## config.mk

```make
export PLATFORM = sky130hd
export DESIGN_NAME = cpu_axi_bridge
export DESIGN_NICKNAME = d
export VERILOG_FILES = /design/src/rtl/cpu_axi_bridge.sv
export SDC_FILE = /design/constraint.sdc
export NUM_CORES = 1
export LEC_CHECK = 0
export ABC_AREA = 1
export BUFFER_PORTS_ARGS = -buffer_cell sky130_fd_sc_hd__buf_4
export CELL_PAD_IN_SITES_DETAIL_PLACEMENT = 1
export CELL_PAD_IN_SITES_GLOBAL_PLACEMENT = 2
export CORE_MARGIN = 2
export CORE_UTILIZATION = 22
export DETAILED_ROUTE_END_ITERATION = 6
export PLACE_DENSITY = 0.94
export SLEW_MARGIN = 20
export SYNTH_ARGS = -nofsm -noshare
export SYNTH_HDL_FRONTEND = slang
export SYNTH_SLANG_ARGS = --single-unit
```

## constraint.sdc

```tcl
create_clock -name clk -period 2 [get_ports clk]
set_clock_uncertainty 0.1 [all_clocks]
set_input_delay 0.4 -clock clk [delete_from_list [all_inputs] [get_ports clk]]
set_output_delay 0.4 -clock clk [all_outputs]
set_load 0.01 [all_outputs]
```

## src/rtl/cpu_axi_bridge.sv

```systemverilog
// Bridges the core's SRAM-like fetch and data ports onto a single AXI3 master.
// Define AXI_BRIDGE_RDATA_BUF_EN to register R data/id before returning it to the core.
module cpu_axi_bridge (
  input  logic        clk,
  input  logic        rst,
  input  logic        inst_req,
  input  logic [31:0] inst_addr,
  output logic        inst_addr_ok,
  output logic        inst_data_ok,
  output logic [31:0] inst_rdata,
  input  logic        data_req,
  input  logic        data_wr,
  input  logic [1:0]  data_size,
  input  logic [3:0]  data_wstrb,
  input  logic [31:0] data_addr,
  input  logic [31:0] data_wdata,
  output logic        data_addr_ok,
  output logic        data_data_ok,
  output logic [31:0] data_rdata,
  output logic [3:0]  arid,
  output logic [31:0] araddr,
  output logic [2:0]  arsize,
  output logic        arvalid,
  input  logic        arready,
  input  logic [3:0]  rid,
  input  logic [31:0] rdata,
  input  logic        rvalid,
  output logic        rready,
  output logic [31:0] awaddr,
  output logic [2:0]  awsize,
  output logic        awvalid,
  input  logic        awready,
  output logic [31:0] wdata,
  output logic [3:0]  wstrb,
  output logic        wvalid,
  input  logic        wready,
  input  logic        bvalid,
  output logic        bready
);

  typedef enum logic {AR_IDLE, AR_SEND} ar_state_t;
  typedef enum logic [1:0] {W_IDLE, W_SEND, W_RESP} w_state_t;

  ar_state_t ar_state, ar_next;
  w_state_t  w_state, w_next;

  logic inst_pend, data_pend, data_is_wr;
  logic rready_q;
  logic aw_done, w_done;
  logic ar_idle, w_idle;
  logic data_rd_win, data_wr_acc, inst_acc;
  logic r_fire;
  logic inst_r_ok, data_r_ok, b_ok;

  assign ar_idle = (ar_state == AR_IDLE);
  assign w_idle  = (w_state == W_IDLE);

  // Data reads take priority over fetches for the shared AR channel.
  assign data_rd_win = ~rst & data_req & ~data_wr & ~data_pend & ar_idle;
  assign inst_acc    = ~rst & inst_req & ar_idle & ~inst_pend & ~data_rd_win;
  assign data_wr_acc = ~rst & data_req & data_wr & w_idle & ~data_pend;

  assign inst_addr_ok = inst_acc;
  assign data_addr_ok = data_rd_win | data_wr_acc;

  assign rready = rready_q;
  assign r_fire = rvalid & rready_q;

`ifdef AXI_BRIDGE_RDATA_BUF_EN
  logic        r_v_q;
  logic [3:0]  r_id_q;
  logic [31:0] r_data_q;

  always_ff @(posedge clk) begin
    if (rst) begin
      r_v_q    <= 1'b0;
      r_id_q   <= '0;
      r_data_q <= '0;
    end else begin
      r_v_q <= r_fire;
      if (r_fire) begin
        r_id_q   <= rid;
        r_data_q <= rdata;
      end
    end
  end

  assign inst_r_ok  = r_v_q & (r_id_q == 4'd0) & inst_pend;
  assign data_r_ok  = r_v_q & (r_id_q == 4'd1) & data_pend & ~data_is_wr;
  assign inst_rdata = r_data_q;
  assign data_rdata = r_data_q;
`else
  assign inst_r_ok  = r_fire & (rid == 4'd0) & inst_pend;
  assign data_r_ok  = r_fire & (rid == 4'd1) & data_pend & ~data_is_wr;
  assign inst_rdata = rdata;
  assign data_rdata = rdata;
`endif

  assign b_ok         = (w_state == W_RESP) & bvalid;
  assign inst_data_ok = inst_r_ok;
  assign data_data_ok = data_r_ok | b_ok;

  always_ff @(posedge clk) begin
    if (rst) begin
      inst_pend  <= 1'b0;
      data_pend  <= 1'b0;
      data_is_wr <= 1'b0;
      rready_q   <= 1'b0;
    end else begin
      rready_q <= 1'b1;
      if (inst_acc)
        inst_pend <= 1'b1;
      else if (inst_r_ok)
        inst_pend <= 1'b0;
      if (data_addr_ok) begin
        data_pend  <= 1'b1;
        data_is_wr <= data_wr;
      end else if (data_data_ok) begin
        data_pend <= 1'b0;
      end
    end
  end

  always_ff @(posedge clk) begin
    if (rst)
      ar_state <= AR_IDLE;
    else
      ar_state <= ar_next;
  end

  always_comb begin
    ar_next = ar_state;
    if (ar_state == AR_IDLE) begin
      if (inst_acc | data_rd_win)
        ar_next = AR_SEND;
    end else if (arready) begin
      ar_next = AR_IDLE;
    end
  end

  assign arvalid = (ar_state == AR_SEND);

  always_ff @(posedge clk) begin
    if (rst) begin
      arid   <= '0;
      araddr <= '0;
      arsize <= '0;
    end else if (data_rd_win) begin
      arid   <= 4'd1;
      araddr <= data_addr;
      arsize <= {1'b0, data_size};
    end else if (inst_acc) begin
      arid   <= 4'd0;
      araddr <= inst_addr;
      arsize <= 3'd2;
    end
  end

  always_ff @(posedge clk) begin
    if (rst)
      w_state <= W_IDLE;
    else
      w_state <= w_next;
  end

  // AW and W retire independently; the done flags only live inside W_SEND.
  always_ff @(posedge clk) begin
    if (rst || w_state != W_SEND) begin
      aw_done <= 1'b0;
      w_done  <= 1'b0;
    end else begin
      if (awvalid & awready) aw_done <= 1'b1;
      if (wvalid & wready)   w_done  <= 1'b1;
    end
  end

  assign awvalid = (w_state == W_SEND) & ~aw_done;
  assign wvalid  = (w_state == W_SEND) & ~w_done;
  assign bready  = (w_state == W_RESP);

  always_comb begin
    w_next = w_state;
    case (w_state)
      W_IDLE: if (data_wr_acc) w_next = W_SEND;
      W_SEND: if ((aw_done | (awvalid & awready)) & (w_done | (wvalid & wready)))
                w_next = W_RESP;
      W_RESP: if (bvalid) w_next = W_IDLE;
      default: w_next = W_IDLE;
    endcase
  end

  always_ff @(posedge clk) begin
    if (rst) begin
      awaddr <= '0;
      awsize <= '0;
      wdata  <= '0;
      wstrb  <= '0;
    end else if (data_wr_acc) begin
      awaddr <= data_addr;
      awsize <= {1'b0, data_size};
      wdata  <= data_wdata;
      wstrb  <= data_wstrb;
    end
  end

endmodule

```

==> flow_summary_export.csv <==
group,metric,value,unit
power,switchingPower,1.76,mW
die,chipHeight,156,µm
flow_run,drv_cap,0,
min_path,hold_depth,3,
synth,synth_edf_count,0,
min_path,hold_path.class,"primary input to flip-flop",
global_route,first_global_vias,5224,
worst_setup_path,critPathKind,"flip-flop to primary output",
routing,firstDrtPassIters,4,
finish,drive_gt1_share,32.8,%
finish,nets,1009,
die,design.die.area,24300,µm²
synth,synth_common_cells,"154 x nor2_1, 114 x dfxtp_1, 101 x nand3_1",
sta,hold_viol,0,
die,die_width,156,µm
routing,vias_per_cell,4.34,
power,powerDensity,912,nW/µm²
routing,drt-total-wl,18400,µm
worst_setup_path,cpPeakStageDelay,0.34,ns
power,p_total,6.60,mW
die,num_io_pins,331,
global_route,grt_pass1_wl,28200,µm
clock_network,numCtsBuffers,17,
worst_setup_path,crit_chain,"nor2_1, nand3_4, inv_2, nor2_2, inv_1, buf_4",
sta,period_minus_slack,1.87,ns
power,p_sw_share,26.7,%
worst_setup_path,cp_slowest_cell,"dfxtp_2",
clock_network,cts_max_level,4,
clock_network,cts_tree,"yes",
finish,seqCellArea,2280,µm²
die,rows,55,
worst_setup_path,critPathBufInv,3,
placement,port_buffers,229,
sta,setup_viol,0,
placement,gp_congestion,0.740,
clock_network,clock_path_buffers,2,
routing,vias,5029,
sta,timing.hold.ws,0.0960,ns
routing,drtIter0Drc,171,
routing,postRouteAntennaNets,0,
synth,synth-seq-area-share,44.9,%
power,seq_power_share,37.7,%
power,clockPowerShare,48.2,%
clock_network,cts_root_buf,"clkbuf_16",
die,initial_core_util,22.4,%
synth,yosys_warnings,0,
global_route,antenna_found_initial,0,
clock_network,cts.clk_slew.worst_paths,0.07,ns
sta,finalSetupTns,0,ns
finish,nFillCells,2771,
synth,synth_top_area_share,44.9,%
worst_setup_path,path_delay_family,"simple AND/OR/NAND/NOR gates",
finish,multi_input_area,1910,µm²
global_route,grt.total_usage,15.0,%
routing,post-route-drc-count,0,
placement,place_hpwl,13200,µm
finish,utilization,31.9,%
sta,timing.final.crit_share,93.7,%
run_status,outcome,"finished, final reports clean",
die,design.core.area,22600,µm²
power,comb_power_share,14.1,%
global_route,grt_max_degree,77,
worst_setup_path,reg2regPathDepth,7,
worst_setup_path,cp_max_fo,4,
sta,rsz0062_at_grt,"false",
worst_setup_path,crit_required,1.50,ns
sta,fmax,534,MHz
synth,syn_area_per_cell,7.20,µm²
sta,slew_violations,0,
synth,synth_ff_type,"dfxtp_1",
finish,diodes,0,
worst_setup_path,cp.depth,6,
synth,yosysTopAreaCell,"dfxtp_1",
synth,ys_types,21,
synth,synth_most_common_cell,"nor2_1",
clock_network,insertion_delay,0.41,ns
worst_setup_path,start_kind,"flip-flop",
power,p_leak,3.73,nW
worst_setup_path,r2r_setup_slack,0.25,ns
worst_setup_path,cp-end-kind,"primary output",
synth,synth-seq-cells,114,
clock_network,cts_hold_buf,0,
finish,layout-area-overhead-vs-synth,42.4,%
synth,syn_inst,705,
synth,synth_area,5080,µm²
clock_network,tritoncts_num_sinks,114,
global_route,gr-total-overflow,0,
synth,yosys-top-cells-area,"dfxtp_1 45%, nor2_1 11%, buf_4 11%, nand3_1 10%, nand2_1 6.3%",
power,ir_worst_vdd,0.442,mV
synth,ys_async_sr_fraction,0,%
worst_setup_path,arrival,1.37,ns
power,power.internal,4.84,mW
routing,wl_per_cell,15.9,µm
==> stage by stage <==
| step | cell area [µm²] | setup slack (ns) | cells |
|---|---|---|---|
| final | 7230 | 0.126 | 1158 |
| after detailed placement | 6620 | 0.0410 | 1127 |
| after floorplan | 5090 | 0.316 | 709 |
| after global placement | 6620 | 0.0958 | 1127 |
| after global routing | 7230 | 0.00549 | 1158 |
| after CTS | 7230 | 0.0130 | 1158 |
==> kinds of logic after synthesis <==
logic type,after synthesis,synth area share (%)
compound gates,80,7.94
buf+inv,162,18.0
other cells,1,0.0739
flops,114,44.9
simple gates,348,29.1
==> worst min-delay path, cell delays in order <==
cell,delay (ns)
buf_4,0.08
nor2_1,0.03
nor2_1,0.08
==> path summary, 6_finish.rpt <==
path	endpoint	from
hold reg to reg	aw_done	aw_done
setup / recovery	data_addr_ok	arvalid
setup reg to reg	awaddr[13]	data_pend
hold / removal	wdata[1]	data_wdata[1]
==> placed cells by master (no fill, tap or decap), drive strengths merged <==
cell,synthesis,routed
a21oi,6,6
buf,98,244
clkinvlp,0,2
bufinv,0,3
nand3,103,103
nand2,85,85
nor3,1,1
nand3b,1,1
and2,1,1
dfxtp,114,114
clkbuf,13,17
a211oi,1,1
nor2,157,157
conb,1,5
o21ai,73,73
clkinv,0,7
inv,51,53
==> flip-flops by register name, indices dropped and copies added, names as in the netlist <==
name,flops
araddr,32
arid,1
arsize,2
arvalid,1
aw_done,1
awaddr,32
awsize,2
data_is_wr,1
data_pend,1
inst_pend,1
rready,1
w_done,1
w_state,2
wdata,32
wstrb,4
==> power groups by stage <==
stage / clock network [mW] / registers (mW) / logic (mW)
2_1_floorplan: 0 / 2.59 / 0.482
3_3_place_gp: 0 / 2.53 / 0.934
3_5_place_dp: 0 / 2.54 / 0.949
4_1_cts: 3.29 / 2.49 / 0.951
5_1_grt: 3.40 / 2.51 / 1.03
6_report: 3.18 / 2.49 / 0.929
==> layout make-up <==
class | instances | area share (%)
clock inverter | 14 | 2.53
multi-input combinational | 433 | 26.4
tap | 285 | 4.93
timing repair buffer | 244 | 26.0
inverter | 51 | 2.66
sequential | 114 | 31.6
clock buffer | 17 | 5.88
==> per-layer routing <==
layer	vias up	track usage (%)	routed length (µm)	part of all wire [%]
met4	0	5.72	438	2.4
met1	2359	16.0	7270	40
li1	2472	-	-	-
met3	36	6.64	1630	8.9
met5	-	0	0	0
met2	162	26.3	9020	49
==> what timing repair did <==
| action | CTS | global route |
|---|---|---|
| endpoints found under the hold margin | 0 | 0 |
| setup endpoints to repair | 0 | 1 |
| buffers inserted | 0 | 0 |
| resized for setup | 0 | 3 |
No activity file was read; power rests on OpenSTA's default activity.
